$ cat src/rtl/hazard_stall_ctrl_if.sv
// Stall-scheduler bus: EX/ID hazard fields in, freeze vector and
// mul/div status out.
interface hazard_stall_ctrl_if;
  logic        ex_rf_we;
  logic [4:0]  ex_rf_waddr;
  logic        ex_is_load;
  logic        id_re1;
  logic        id_re2;
  logic [4:0]  id_raddr1;
  logic [4:0]  id_raddr2;
  logic        ex_md_start;
  logic        ex_md_is_div;
  logic        mem_stall_req;
  logic        cnt_clr;
  logic [5:0]  stall;
  logic        md_busy;
  logic        md_done;
  logic [31:0] stall_cycles;

  modport master (
    output ex_rf_we, ex_rf_waddr, ex_is_load,
    output id_re1, id_re2, id_raddr1, id_raddr2,
    output ex_md_start, ex_md_is_div,
    output mem_stall_req, cnt_clr,
    input  stall, md_busy, md_done, stall_cycles
  );

  modport slave (
    input  ex_rf_we, ex_rf_waddr, ex_is_load,
    input  id_re1, id_re2, id_raddr1, id_raddr2,
    input  ex_md_start, ex_md_is_div,
    input  mem_stall_req, cnt_clr,
    output stall, md_busy, md_done, stall_cycles
  );
endinterface

$ cat src/rtl/hazard_stall_ctrl.sv
// Pipeline stall scheduler: load-use, mul/div occupancy and MEM wait
// merged into one freeze vector, plus a saturating stall counter.
module hazard_stall_ctrl #(
  parameter int unsigned DIV_LAT = 33,
  parameter int unsigned MUL_LAT = 2
) (
  input logic               clk,
  input logic               resetn,
  hazard_stall_ctrl_if.slave bus
);

  typedef enum logic {
    IDLE,
    BUSY
  } state_e;

  localparam logic [5:0] DIV_CNT = 6'(DIV_LAT - 1);
  localparam logic [5:0] MUL_CNT = 6'(MUL_LAT - 1);

  state_e      state_q;
  logic [5:0]  cnt_q;
  logic [31:0] stall_cycles_q;
  logic [31:0] stall_cycles_d;

  logic        hit1;
  logic        hit2;
  logic        lu;
  logic        md_stall;
  logic        md_done;
  logic [5:0]  stall;

  assign hit1 = bus.id_re1 &&
                (bus.id_raddr1 == bus.ex_rf_waddr);
  assign hit2 = bus.id_re2 &&
                (bus.id_raddr2 == bus.ex_rf_waddr);

  assign lu = bus.ex_is_load && bus.ex_rf_we &&
              (bus.ex_rf_waddr != 5'd0) &&
              (hit1 || hit2);

  always_comb begin
    md_stall = 1'b0;
    md_done  = 1'b0;
    unique case (state_q)
      IDLE: md_stall = bus.ex_md_start;
      BUSY: begin
        md_stall = (cnt_q != 6'd0);
        md_done  = (cnt_q == 6'd0) && !bus.mem_stall_req;
      end
      default: ;
    endcase
  end

  always_comb begin
    stall = 6'b000000;
    if (!resetn)
      stall = 6'b000000;
    else if (bus.mem_stall_req)
      stall = 6'b011111;
    else if (md_stall)
      stall = 6'b001111;
    else if (lu)
      stall = 6'b000111;
  end

  assign bus.stall   = stall;
  assign bus.md_busy = resetn && (state_q == BUSY);
  assign bus.md_done = resetn && md_done;

  always_ff @(posedge clk) begin
    if (!resetn) begin
      state_q <= IDLE;
      cnt_q   <= 6'd0;
    end else begin
      unique case (state_q)
        IDLE: begin
          if (bus.ex_md_start) begin
            cnt_q   <= bus.ex_md_is_div ? DIV_CNT
                                        : MUL_CNT;
            state_q <= BUSY;
          end
        end
        BUSY: begin
          // a MEM wait freezes EX, so the sequence pauses with it
          if (cnt_q != 6'd0) begin
            if (!bus.mem_stall_req)
              cnt_q <= cnt_q - 6'd1;
          end else if (!bus.mem_stall_req) begin
            state_q <= IDLE;
          end
        end
        default: state_q <= IDLE;
      endcase
    end
  end

  always_comb begin
    stall_cycles_d = stall_cycles_q;
    if (bus.cnt_clr)
      stall_cycles_d = 32'd0;
    else if (stall[2] && (stall_cycles_q != 32'hFFFF_FFFF))
      stall_cycles_d = stall_cycles_q + 32'd1;
  end

  always_ff @(posedge clk) begin
    if (!resetn)
      stall_cycles_q <= 32'd0;
    else
      stall_cycles_q <= stall_cycles_d;
  end

  assign bus.stall_cycles = stall_cycles_q;

endmodule

$ cat src/flat_wrapper.sv
// flat-port wrapper written by rule: the top's interface ports become plain ports
module hazard_stall_ctrl_flat 
#(
  parameter int unsigned DIV_LAT = 33,
  parameter int unsigned MUL_LAT = 2
)
  (clk, resetn, bus_ex_rf_we, bus_ex_rf_waddr, bus_ex_is_load, bus_id_re1, bus_id_re2, bus_id_raddr1, bus_id_raddr2, bus_ex_md_start, bus_ex_md_is_div, bus_mem_stall_req, bus_cnt_clr, bus_stall, bus_md_busy, bus_md_done, bus_stall_cycles);
  hazard_stall_ctrl_if bus_i ();
  input logic clk;
  input logic resetn;
  input wire logic [$bits(bus_i.ex_rf_we)-1:0] bus_ex_rf_we;
  input wire logic [$bits(bus_i.ex_rf_waddr)-1:0] bus_ex_rf_waddr;
  input wire logic [$bits(bus_i.ex_is_load)-1:0] bus_ex_is_load;
  input wire logic [$bits(bus_i.id_re1)-1:0] bus_id_re1;
  input wire logic [$bits(bus_i.id_re2)-1:0] bus_id_re2;
  input wire logic [$bits(bus_i.id_raddr1)-1:0] bus_id_raddr1;
  input wire logic [$bits(bus_i.id_raddr2)-1:0] bus_id_raddr2;
  input wire logic [$bits(bus_i.ex_md_start)-1:0] bus_ex_md_start;
  input wire logic [$bits(bus_i.ex_md_is_div)-1:0] bus_ex_md_is_div;
  input wire logic [$bits(bus_i.mem_stall_req)-1:0] bus_mem_stall_req;
  input wire logic [$bits(bus_i.cnt_clr)-1:0] bus_cnt_clr;
  output wire logic [$bits(bus_i.stall)-1:0] bus_stall;
  output wire logic [$bits(bus_i.md_busy)-1:0] bus_md_busy;
  output wire logic [$bits(bus_i.md_done)-1:0] bus_md_done;
  output wire logic [$bits(bus_i.stall_cycles)-1:0] bus_stall_cycles;
  assign bus_i.ex_rf_we = bus_ex_rf_we;
  assign bus_i.ex_rf_waddr = bus_ex_rf_waddr;
  assign bus_i.ex_is_load = bus_ex_is_load;
  assign bus_i.id_re1 = bus_id_re1;
  assign bus_i.id_re2 = bus_id_re2;
  assign bus_i.id_raddr1 = bus_id_raddr1;
  assign bus_i.id_raddr2 = bus_id_raddr2;
  assign bus_i.ex_md_start = bus_ex_md_start;
  assign bus_i.ex_md_is_div = bus_ex_md_is_div;
  assign bus_i.mem_stall_req = bus_mem_stall_req;
  assign bus_i.cnt_clr = bus_cnt_clr;
  assign bus_stall = bus_i.stall;
  assign bus_md_busy = bus_i.md_busy;
  assign bus_md_done = bus_i.md_done;
  assign bus_stall_cycles = bus_i.stall_cycles;
  hazard_stall_ctrl #(.DIV_LAT(DIV_LAT), .MUL_LAT(MUL_LAT)) u_core (.clk(clk), .resetn(resetn), .bus(bus_i));
endmodule
$ cat config.mk
export PLATFORM = sky130hd
export DESIGN_NAME = hazard_stall_ctrl_flat
export DESIGN_NICKNAME = d
export VERILOG_FILES = /design/src/rtl/hazard_stall_ctrl_if.sv /design/src/rtl/hazard_stall_ctrl.sv /design/src/flat_wrapper.sv
export SDC_FILE = /design/constraint.sdc
export NUM_CORES = 1
export LEC_CHECK = 0
export CORE_MARGIN = 4
export CORE_UTILIZATION = 51
export CTS_CLUSTER_DIAMETER = 30
export CTS_CLUSTER_SIZE = 8
export DETAILED_ROUTE_END_ITERATION = 8
export PLACE_DENSITY = 0.85
export SYNTH_ARGS = -nofsm -noshare
export SYNTH_HDL_FRONTEND = slang
export SYNTH_SLANG_ARGS = --single-unit
export TNS_END_PERCENT = 50
$ cat constraint.sdc
create_clock -name clk -period 5.91 [get_ports clk]
set_clock_uncertainty 0.1 [all_clocks]
set_input_delay 1.4775 -clock clk [delete_from_list [all_inputs] [get_ports clk]]
set_output_delay 1.4775 -clock clk [all_outputs]
set_load 0.05 [all_outputs]
Word level (Yosys, flattened, before mapping). Cells that the tools add are included.

Add/sub/neg operators: 2. Equality and inequality tests: 6. Muxes and demuxes: 15. Bitwise logic cells: 2. Reduce and logical (&&, ||, !) cells: 16.

Operator list (count): 6-bit two-way mux (7); 32-bit by 1-bit adder with 32-bit output (second input constant) (1); 32-bit != test (second input constant) (1); 6-bit one-hot mux with 2 select lines (1); 5-bit equality test (2); 1-bit logical AND (9); 6-bit logical NOT (1); 2-bit != test (second input constant) (3); 6-bit nonzero test (1); 6-bit by 1-bit subtractor with 6-bit output (second input constant) (1); 5-bit nonzero test (1); 1-bit two-way mux (4); 1-bit one-hot mux with 2 select lines (2); 3-bit two-way mux (1); 3-bit AND reduction (1); 1-bit NOT (2); 2-bit OR reduction (1); 1-bit logical NOT (1); 1-bit logical OR (1).

Register bits after elaboration: 39. Output and inout port bits: 40. Logic and storage cells: 44.

Logic depth before layout (Yosys ltp). Gate-level depths: netlist (run 1).

Depth in word-level cells: 9. Gate-level depth with buffers: 10. Depth with buffers taken out: 8.

Worst setup path before layout (run 1). No wires, ideal clock.

Path type: in2out. From: in bus_ex_rf_waddr[1]. To: out bus_stall[1]. Arrival: 2.834 ns. Path slack: 1.498 ns. Stages: 5. Path buffers: 1. Path through: xnor2_1 -> nand4_1 -> o22ai_1 -> a21o_1 -> buf_4.

Longest elaborated chain between the ends: 8.

RTL lines: start: declaration (line flat_wrapper.sv:12) `input wire logic [$bits(bus_i.ex_rf_waddr)-1:0] bus_ex_rf_waddr;`; 5-bit equality test (on tied branches) (line hazard_stall_ctrl.sv:33, hazard_stall_ctrl.sv:35); 1-bit logical AND (on tied branches) (line hazard_stall_ctrl.sv:32, hazard_stall_ctrl.sv:34); 1-bit logical OR (line hazard_stall_ctrl.sv:39) `(hit1 || hit2);`; 1-bit logical AND * (line hazard_stall_ctrl.sv:38) `(bus.ex_rf_waddr != 5'd0) &&`; 3-bit two-way mux * (line hazard_stall_ctrl.sv:62) `else if (lu)`; 6-bit two-way mux * (line hazard_stall_ctrl.sv:60) `else if (md_stall)`; 6-bit two-way mux * (line hazard_stall_ctrl.sv:58) `else if (bus.mem_stall_req)`; 6-bit two-way mux * (line hazard_stall_ctrl.sv:56) `if (!resetn)`; end: declaration (line flat_wrapper.sv:22) `output wire logic [$bits(bus_i.stall)-1:0] bus_stall;`.

Mark *: on every way between the ends. The rest lies on a longest branch, timed or not.

Final worst setup path (run 1).
From: in bus_ex_rf_waddr[2]. To: out bus_stall[2].

The elaborated chain is that of the path after synthesis.

==> results of run 1 <==
-- cells by family after synthesis --
family	share of synthesized area, %
xor+xnor	5.37
fa+ha+maj	1.64
mux	1.32
buf+inv	6.52
simple gates	32.1
flops	34.2
other cells	0.164
compound gates	18.7
-- state kept, by name, summed over array words and instances (netlist names) --
signal	flops
u_core.state_q	1
u_core.bus.stall_cycles	32
u_core.cnt_q	6
-- cell usage in the layout, fill, tap and decap left out, types with 4 or more instances in the layout --
cell              n
and2_1            6
inv_1             6
a21oi_1          26
clkdlybuf4s50_1  63
o21ai_0          13
dfxtp_1          39
o31ai_1          12
or3_1            12
nand2b_1          4
nand2_1          26
xnor2_1          13
nand3_1          15
nor2_1           16
clkbuf_8          5
or4_1            15
nor2b_1           4
nand4_1           9
and3_1            6
-- worst max-delay path, delay by kind of cell --
| kind | cells | cell delay, ps |
|---|---|---|
| compound gates | 2 | 650 |
| xor+xnor | 1 | 150 |
| buf+inv | 2 | 1400 |
| simple gates | 1 | 120 |
-- power by group through the flow --
stage	logic [W]	registers, W	clock network (W)
floorplan	0.0000889	0.000280	0
global route	0.000131	0.000276	0.000188
CTS	0.000119	0.000275	0.000179
global placement	0.000116	0.000281	0
detailed placement	0.000118	0.000281	0
finish	0.000119	0.000275	0.000178
-- layout make-up --
class	count	area, um2
Sequential cell	39	781
Tap cell	52	65.1
Multi-Input combinational cell	216	1350
Clock buffer	7	76.3
Inverter	6	22.5
Timing Repair Buffer	64	638
Clock inverter	1	5.00
Fill cell	347	1410
-- per-stage QoR --
stage                     area, um2  util (%)  std cells
final                          2940      67.6        385
after detailed placement       2860      65.7        377
after CTS                      2940      67.6        385
after global routing           2940      67.6        385
after global placement         2860      65.7        377
after floorplan                2280         -        279
-- layer usage --
layer  share of wire (%)  global-route usage (%)
met3                 4.1                    4.14
met5                   0                       0
met4                 2.2                    9.09
met1                  41                    25.6
met2                  52                    35.8
-- worst min-delay path by stage --
| stage | slack [ps] | depth (start not counted) | to | from |
|---|---|---|---|---|
| after global placement | 380 | 2 | u_core.bus.stall_cycles[9]$_SDFFE_PP0P_ | u_core.bus.stall_cycles[9]$_SDFFE_PP0P_ |
| after floorplan | 380 | 2 | u_core.cnt_q[0]$_SDFFE_PN0P_ | u_core.cnt_q[0]$_SDFFE_PN0P_ |
| after CTS | 400 | 2 | u_core.bus.stall_cycles[13]$_SDFFE_PP0P_ | u_core.bus.stall_cycles[13]$_SDFFE_PP0P_ |
| after global routing | 420 | 2 | u_core.bus.stall_cycles[13]$_SDFFE_PP0P_ | u_core.bus.stall_cycles[13]$_SDFFE_PP0P_ |
| after detailed placement | 390 | 2 | u_core.bus.stall_cycles[13]$_SDFFE_PP0P_ | u_core.bus.stall_cycles[13]$_SDFFE_PP0P_ |
| final | 400 | 2 | u_core.bus.stall_cycles[13]$_SDFFE_PP0P_ | u_core.bus.stall_cycles[13]$_SDFFE_PP0P_ |
==> reports/metrics.yaml, run 1 <==
synthesis:
  synth_common_cells: "dfxtp_1, a21oi_1, nand2_1"
  synth_edf_count: 0
  postSynthCellCount: 279
  synth.avg_cell_area_um2: 8.18
  syn_nets: 307
  yosysWarnings: 0
  async_flop_share_pct: 0
  synth.area.top_cells: "dfxtp_1, a21oi_1, xnor2_1"
  ys_ff_latch: 39
  yosys.area.top_type: "dfxtp_1"
  yosysUniqueCellTypes: 47
  synth_area_um2: 2280
  synthMostInstantiatedCell: "dfxtp_1"
  ys_seq_area_share_pct: 34.2
  ys.flop_type: "dfxtp_1"
  synth_top_area_share_pct: 34.2
critical_path:
  cp_slowest_cell: "clkdlybuf4s50_1"
  crit_start: "bus_ex_rf_waddr[2]"
  r2r-end: "u_core.bus.stall_cycles[16]$_SDFFE_PP0P_"
  critPathArrivalTime_ps: 3800
  critical_path.most_common_cell: "clkdlybuf4s50_1"
  start_kind: "input port"
  crit_path_end_kind: "primary output"
  cp_max_fo: 9
  cp-endpoint: "bus_stall[2]"
  reg2regPathDepth: 8
  critPathRequiredTime_ps: 4330
  critical_path.cell_chain: "clkdlybuf4s50_1 > xnor2_1 > nand4_1 > o22ai_1 > a21o_1 > clkdlybuf4s50_1"
  criticalPathCategory: "input port to primary output"
  timing.rr.start: "u_core.cnt_q[0]$_SDFFE_PN0P_"
  r2r_slack_ps: 3300
  cp_slowest_stage_delay_ps: 870
placement:
  port-buffer-count: 63
  place.gp.congestion: 0.832
  place_ws_ps: 549
  hpwl_mm: 4.15
clock_tree:
  cts_sinks: 39
  clk_latency_ps: 300
  cts-root-buf: "clkbuf_8"
  cts.reportedPaths.clkPinSlew_ps: 70
  cts_hold_buf: 0
  clk_path_buf_depth: 2
  cts_buffers: 5
  post_cts_buffers: 0
  cts_tree: "built"
  cts.repair.resized: 0
  h-tree-depth: 2
flow_run:
  drv_cap: 0
timing:
  max-slew-margin-rel_pct: 23.2
  period_needed_ps: 5380
  grt_setup_unrepaired: "no"
  worst_pin_slew_ps: 1150
  setup_viol: 0
  max_freq_mhz: 186
  timing.final.ws_setup_ps: 529
  tns_ps: 0
  final_max_slew_viol_count: 0
  final.period_utilization_pct: 91.0
  whs_ps: 396
  hold_viol: 0
floorplanning:
  die_w_um: 74.9
  rows: 24
  start_util_pct: 52.4
  die_area_um2: 5610
  io_pins: 65
  die_h_um: 74.9
  core_um2: 4350
worst_hold_path:
  min_path_type: "flip-flop to flip-flop"
routing:
  drtIter0Drc: 140
  wl_mm: 5.70
  drc: 0
  wl_per_cell_um: 14.8
  vias: 2274
  dr.pass1.iters: 4
  ant_nets: 0
  vias_per_cell: 5.91
pwr:
  power_frac_seq_pct: 48.1
  swShare_pct: 29.7
  finalPower_w: 0.000572
  clkPwrFrac_pct: 31.0
  max-vdd-ir-drop_mv: 0.154
  p_per_area_nw_per_um2: 194
  p_sw_w: 0.000170
  combPwrFrac_pct: 20.8
  p_leak_nw: 0.969
  p_int_w: 0.000402
global_routing:
  grt_pass1_wl_mm: 9.29
  grt_antenna_before_repair: 0
  gr-usage-all-layers_pct: 21.0
  grt_pass1_vias: 2115
  grt_max_degree: 55
  overflow: 0
cells_and_area:
  drive_above_1_share_pct: 4.80
  n_antenna_cell: 0
  syn_to_final_growth_pct: 28.8
  fin_nets: 360
status:
  run_status: "finished, final reports clean"
No activity file was read; power rests on OpenSTA's default activity.
==> run 2: changes to the inputs <==
--- a/config.mk
+++ b/config.mk
@@ -5,7 +5,7 @@
 export SDC_FILE = /design/constraint.sdc
 export NUM_CORES = 1
 export LEC_CHECK = 0
-export CORE_MARGIN = 4
+export CORE_MARGIN = 5
 export CORE_UTILIZATION = 51
 export CTS_CLUSTER_DIAMETER = 30
 export CTS_CLUSTER_SIZE = 8
==> run 2 against run 1 <==
  * Maximum frequency increased by 0.31%
  * Sequential power is essentially flat
  * Final area decreased by 0.30%
  * Setup slack improved by 17 ps
  * Clock power shrank 8%
  * Die area rose by 5.4%
  * Cell count decreased by 0.52%
  * Via count is 2.2% lower
  * Global-route usage decreased by 3.0 points
  * Flip-flop and latch count unchanged
  * Register-to-register slack better by 60 ps
  * Critical endpoint unchanged
==> reports/metrics.yaml, run 2 (same netlist as run 1, synthesis figures left out) <==
cells_and_area:
  layout_common_cells: "clkdlybuf4s50_1, dfxtp_1, nand2_1, a21oi_1, nor2_1"
  mostFrequentLayoutCell: "clkdlybuf4s50_1"
  final_cells: 383  # -0.52%
  fin_nets: 360  # unchanged
  syn_to_final_growth_pct: 28.4
  drive_above_1_share_pct: 4.53  # -0.27 points
  n_antenna_cell: 0  # unchanged
  largest_register_ffs: 32  # unchanged
global_routing:
  overflow: 0  # unchanged
  grt_pass1_wl_mm: 8.96  # -3.6%
  gr-usage-all-layers_pct: 18.0  # -3.0 points
  grt_pass1_vias: 2000  # -5.4%
  grt_max_degree: 55  # unchanged
  grt_antenna_before_repair: 0  # unchanged
routing:
  route.top_layer_used: "met4"
  drtIter0Drc: 189  # +35%
  ant_nets: 0  # unchanged
  vias: 2224  # -2.2%
  wl_per_cell_um: 14.2  # -4.0%
  drc: 0  # unchanged
  wl_met2_mm: 2.79  # -6.5%
  wl_mm: 5.45  # -4.5%
  routedLengthMet1_mm: 2.37  # +0.30%
  vias_per_cell: 5.81  # -1.7%
  wl_met3_um: 196  # -16%
  dr.pass1.iters: 4  # unchanged
pwr:
  max-vdd-ir-drop_mv: 0.130  # -15%
  p_leak_nw: 0.964  # -0.53%
  p_per_area_nw_per_um2: 190  # -2.4%
  finalPower_w: 0.000556  # -2.7%
floorplanning:
  die_h_um: 76.9  # +2.7%
  start_util_pct: 52.4  # unchanged
  io_pins: 65  # unchanged
  rows: 24  # unchanged
  core_um2: 4350  # unchanged
  die_w_um: 76.9  # +2.7%
  die_area_um2: 5920  # +5.4%
flow_run:
  drv_cap: 0  # unchanged
critical_path:
  critPathRequiredTime_ps: 4330  # about the same
  critPathArrivalTime_ps: 3790  # about the same
  crit_path_end_kind: "primary output"
  start_kind: "input port"
  criticalPathCategory: "input port to primary output"
  cp_max_fo: 9  # unchanged
placement:
  place.gp.congestion: 0.845  # +1.6%
  place_ws_ps: 533  # -16.1 ps
  port-buffer-count: 63  # unchanged
  hpwl_mm: 4.10  # -1.2%
  dp.cells: 377  # unchanged
timing:
  max_freq_mhz: 186  # +0.31%
  period_needed_ps: 5360  # -16.5 ps
  tns_ps: 0  # unchanged
  worst_pin_slew_ps: 1130  # -16.3 ps
  setup_viol: 0  # unchanged
  timing.final.ws_setup_ps: 546  # +16.5 ps
  grt_setup_unrepaired: "no"
  final.period_utilization_pct: 90.8  # -0.28 points
  hold_viol: 0  # unchanged
  max-slew-margin-rel_pct: 24.3  # +1.1 points
  final_max_slew_viol_count: 0  # unchanged
clock_tree:
  cts_buffers: 5  # unchanged
  cts_tree: "built"
  cts.reportedPaths.clkPinSlew_ps: 60  # about the same
  h-tree-depth: 2  # unchanged
  cts-root-buf: "clkbuf_8"
  clk_latency_ps: 290  # about the same
  cts_hold_buf: 0  # unchanged
  clk_path_buf_depth: 2  # unchanged
  post_cts_buffers: 0  # unchanged
  cts_sinks: 39  # unchanged
  cts.repair.resized: 0  # unchanged
status:
  run_status: "finished, final reports clean"
worst_hold_path:
  min_path_type: "flip-flop to flip-flop"
-- run 2: cell types whose count changed in the layout (fill, tap and decap cells not counted), sizes merged --
cell,change
clkbuf,-1
clkinv,-1
-- run 2: final cells by class --
cell class / instances / area [um2]
Fill cell: 370 / 1420
Tap cell: 52 / 65.1
Inverter: 6 / 22.5
Multi-Input combinational cell: 216 / 1350
Sequential cell: 39 / 781
Timing Repair Buffer: 64 / 638
Clock buffer: 6 / 72.6
-- run 2: worst paths after layout --
| kind | from | endpoint | slack, ps | cells past startpoint |
|---|---|---|---|---|
| setup / recovery | bus_ex_rf_waddr[0] | bus_stall[2] | 550 | 6 |
| hold / removal | u_core.bus.stall_cycles[13]$_SDFFE_PP0P_ | u_core.bus.stall_cycles[13]$_SDFFE_PP0P_ | 390 | 2 |
| setup reg to reg | u_core.cnt_q[0]$_SDFFE_PN0P_ | u_core.bus.stall_cycles[31]$_SDFFE_PP0P_ | 3360 | 8 |
| hold reg to reg | u_core.bus.stall_cycles[13]$_SDFFE_PP0P_ | u_core.bus.stall_cycles[13]$_SDFFE_PP0P_ | 390 | 2 |
-- run 2: critical path, cell delays in order --
cell,delay (ps)
clkdlybuf4s50_1,560
xnor2_1,150
nand4_1,110
o22ai_1,280
a21o_1,330
clkdlybuf4s50_1,870
-- run 2: stage by stage --
stage / hold WS, ps / cell area (um2) / util [%]
floorplan: 378 / 2280 / -
global placement: 374 / 2860 / 65.7
detailed placement: 385 / 2860 / 65.7
CTS: 395 / 2930 / 67.4
global route: 418 / 2930 / 67.4
finish: 390 / 2930 / 67.4
-- run 2: layer usage --
| metal | up-vias | track usage [%] |
|---|---|---|
| li1 | 1125 | - |
| met1 | 1046 | 22.0 |
| met2 | 43 | 31.4 |
| met3 | 10 | 3.86 |
| met4 | 0 | 5.59 |
| met5 | - | 0 |
-- run 2: where the power goes --
group,internal [W],leakage (nW),switching (W)
registers,0.000269,0.315,0.00000661
logic,0.0000510,0.611,0.0000675
clock network,0.0000786,0.0371,0.0000841
total,0.000398,0.964,0.000158
==> run 3: changes to the inputs <==
--- a/config.mk
+++ b/config.mk
@@ -6,11 +6,12 @@
 export NUM_CORES = 1
 export LEC_CHECK = 0
 export CORE_MARGIN = 5
-export CORE_UTILIZATION = 51
+export CORE_UTILIZATION = 53
+export CTS_BUF_LIST = sky130_fd_sc_hd__clkbuf_8
 export CTS_CLUSTER_DIAMETER = 30
 export CTS_CLUSTER_SIZE = 8
 export DETAILED_ROUTE_END_ITERATION = 8
-export PLACE_DENSITY = 0.85
+export PLACE_DENSITY = 0.88
 export SYNTH_ARGS = -nofsm -noshare
 export SYNTH_HDL_FRONTEND = slang
 export SYNTH_SLANG_ARGS = --single-unit
==> run 3 against run 2 <==
  * Cell count unchanged
  * First-iteration DRC count is 28% lower
  * Critical path depth unchanged
  * Sequential power barely moved
  * Via count is 2.1% higher
  * Die area decreased by 3.3%
  * Clock-buffer cell count fell by 1
  * Non-clock buffer count unchanged
  * Final area is 0.21% higher
  * Core utilization rose by 4.6 points
  * Global-route usage is 2.3 points higher
  * Flip-flop and latch count unchanged
==> reports/metrics.yaml, run 3 (same netlist as run 1, synthesis figures left out) <==
global_routing:
  grt_max_degree: 55  # unchanged
  grt_pass1_wl_mm: 9.27  # +3.5%
  overflow: 0  # unchanged
  gr-usage-all-layers_pct: 20.3  # +2.3 points
  grt_antenna_before_repair: 0  # unchanged
  grt_pass1_vias: 2151  # +7.6%
routing:
  wl_mm: 5.45  # about the same
  vias: 2271  # +2.1%
  wl_per_cell_um: 14.2  # about the same
  dr.pass1.iters: 4  # unchanged
  ant_nets: 0  # unchanged
  drtIter0Drc: 137  # -28%
  vias_per_cell: 5.93  # +2.1%
  drc: 0  # unchanged
cells_and_area:
  fin_nets: 360  # unchanged
  stdcell_area_um2: 2940  # +0.21%
  syn_to_final_growth_pct: 28.7
  drive_above_1_share_pct: 4.80  # +0.27 points
  n_antenna_cell: 0  # unchanged
  mostFrequentLayoutCell: "clkdlybuf4s50_1"
  layout_common_cells: "clkdlybuf4s50_1, dfxtp_1, nand2_1, a21oi_1, nor2_1"
  largest_register_ffs: 32  # unchanged
  nFillCells: 330  # -11%
critical_path:
  critical_path.cell_chain: "clkdlybuf4s50_1 > xnor2_1 > nand4_1 > o22ai_1 > a21o_1 > clkdlybuf4s50_1"
  critical_path.most_common_cell: "clkdlybuf4s50_1"
  cp_slowest_cell: "clkdlybuf4s50_1"
  criticalPathCategory: "input port to primary output"
  cp_slowest_stage_delay_ps: 870  # about the same
  cp_max_fo: 9  # unchanged
  critPathArrivalTime_ps: 3800  # about the same
  critPathRequiredTime_ps: 4330  # about the same
  start_kind: "input port"
  crit_path_end_kind: "primary output"
floorplanning:
  die_h_um: 75.6  # -1.7%
  start_util_pct: 55.9  # +3.4 points
  io_pins: 65  # unchanged
  core_um2: 4090  # -6.1%
  die_w_um: 75.6  # -1.7%
  die_area_um2: 5720  # -3.3%
  rows: 23  # -4.2%
clock_tree:
  cts.repair.resized: 0  # unchanged
  cts_tree: "built"
  cts.reportedPaths.clkPinSlew_ps: 70  # about the same
  cts_buffers: 5  # unchanged
  post_cts_buffers: 0  # unchanged
  cts_hold_buf: 0  # unchanged
  clk_path_buf_depth: 2  # unchanged
  cts_sinks: 39  # unchanged
  cts-root-buf: "clkbuf_8"
  h-tree-depth: 2  # unchanged
  clk_latency_ps: 280  # about the same
timing:
  worst_pin_slew_ps: 1100  # -24.8 ps
  final_max_slew_viol_count: 0  # unchanged
  tns_ps: 0  # unchanged
  hold_viol: 0  # unchanged
  grt_setup_unrepaired: "no"
  max-slew-margin-rel_pct: 26.0  # +1.7 points
  timing.final.ws_setup_ps: 529  # -16.5 ps
  final.period_utilization_pct: 91.0  # +0.28 points
  max_freq_mhz: 186  # -0.31%
  whs_ps: 394  # +3.85 ps
  period_needed_ps: 5380  # +16.5 ps
  setup_viol: 0  # unchanged
placement:
  port-buffer-count: 63  # unchanged
  place.gp.congestion: 0.884  # +4.6%
  place_ws_ps: 516  # -17.4 ps
  hpwl_mm: 4.07  # -0.68%
  dpl-instance-area_um2: 2860  # about the same
pwr:
  power_frac_seq_pct: 48.8  # -0.7 points
  combPwrFrac_pct: 21.1  # -0.2 points
  max-vdd-ir-drop_mv: 0.106  # -19%
  p_sw_w: 0.000165  # +4.3%
  swShare_pct: 29.2  # +0.81 points
  p_per_area_nw_per_um2: 192  # +1.1%
  p_leak_nw: 0.977  # +1.4%
  p_int_w: 0.000399  # +0.20%
  clkPwrFrac_pct: 30.1  # +0.9 points
status:
  run_status: "finished, final reports clean"
worst_hold_path:
  min_path_type: "flip-flop to flip-flop"
flow_run:
  drv_cap: 0  # unchanged
run 3: power groups by stage:
stage | Clock (W) | Combinational, W | Sequential (W)
final | 0.000170 | 0.000119 | 0.000275
after CTS | 0.000172 | 0.000120 | 0.000275
after global placement | 0 | 0.000116 | 0.000281
after detailed placement | 0 | 0.000119 | 0.000281
after floorplan | 0 | 0.0000889 | 0.000280
after global routing | 0.000181 | 0.000131 | 0.000276
run 3: layout make-up:
cell class	count	area (um2)	area share (%)
repair buffers	64	638	21.7
well taps	50	62.6	2.13
clock inverters	3	12.5	0.426
flip-flops and latches	39	781	26.6
clock buffers	5	68.8	2.34
multi-input cells	216	1350	46.1
inverters	6	22.5	0.766
run 3: through the flow:
stage	instances	total power, W	utilization [%]
2_1_floorplan	279	0.000369	-
3_3_place_gp	375	0.000397	69.9
3_5_place_dp	375	0.000400	69.9
4_1_cts	383	0.000567	71.9
5_1_grt	383	0.000588	71.9
6_report	383	0.000564	71.9
run 3: worst paths after layout:
check	from	to	slack (ps)	cells after the start
worst max-delay path	bus_ex_rf_waddr[1]	bus_stall[2]	530	6
worst min-delay path	u_core.bus.stall_cycles[9]$_SDFFE_PP0P_	u_core.bus.stall_cycles[9]$_SDFFE_PP0P_	390	2
worst max register to register	u_core.cnt_q[0]$_SDFFE_PN0P_	u_core.bus.stall_cycles[10]$_SDFFE_PP0P_	3380	7
worst min register to register	u_core.bus.stall_cycles[9]$_SDFFE_PP0P_	u_core.bus.stall_cycles[9]$_SDFFE_PP0P_	390	2
run 3: worst max-delay path: cells and delay by family:
kind                      cells  cell delay (ps)
xor gates and xnor gates      1              140
and+or+nand+nor               1              110
AOI/OAI and AO/OA             2              650
buffers and inverters         2             1420
run 3: routing by layer:
layer  up-vias  routed length (um)  global-route usage [%]
li1       1129                   -                       -
met1      1057                2200                    22.3
met2        76                2790                    38.1
met3         9                 399                    5.15
met4         0                  54                    6.21
met5         -                   0                       0
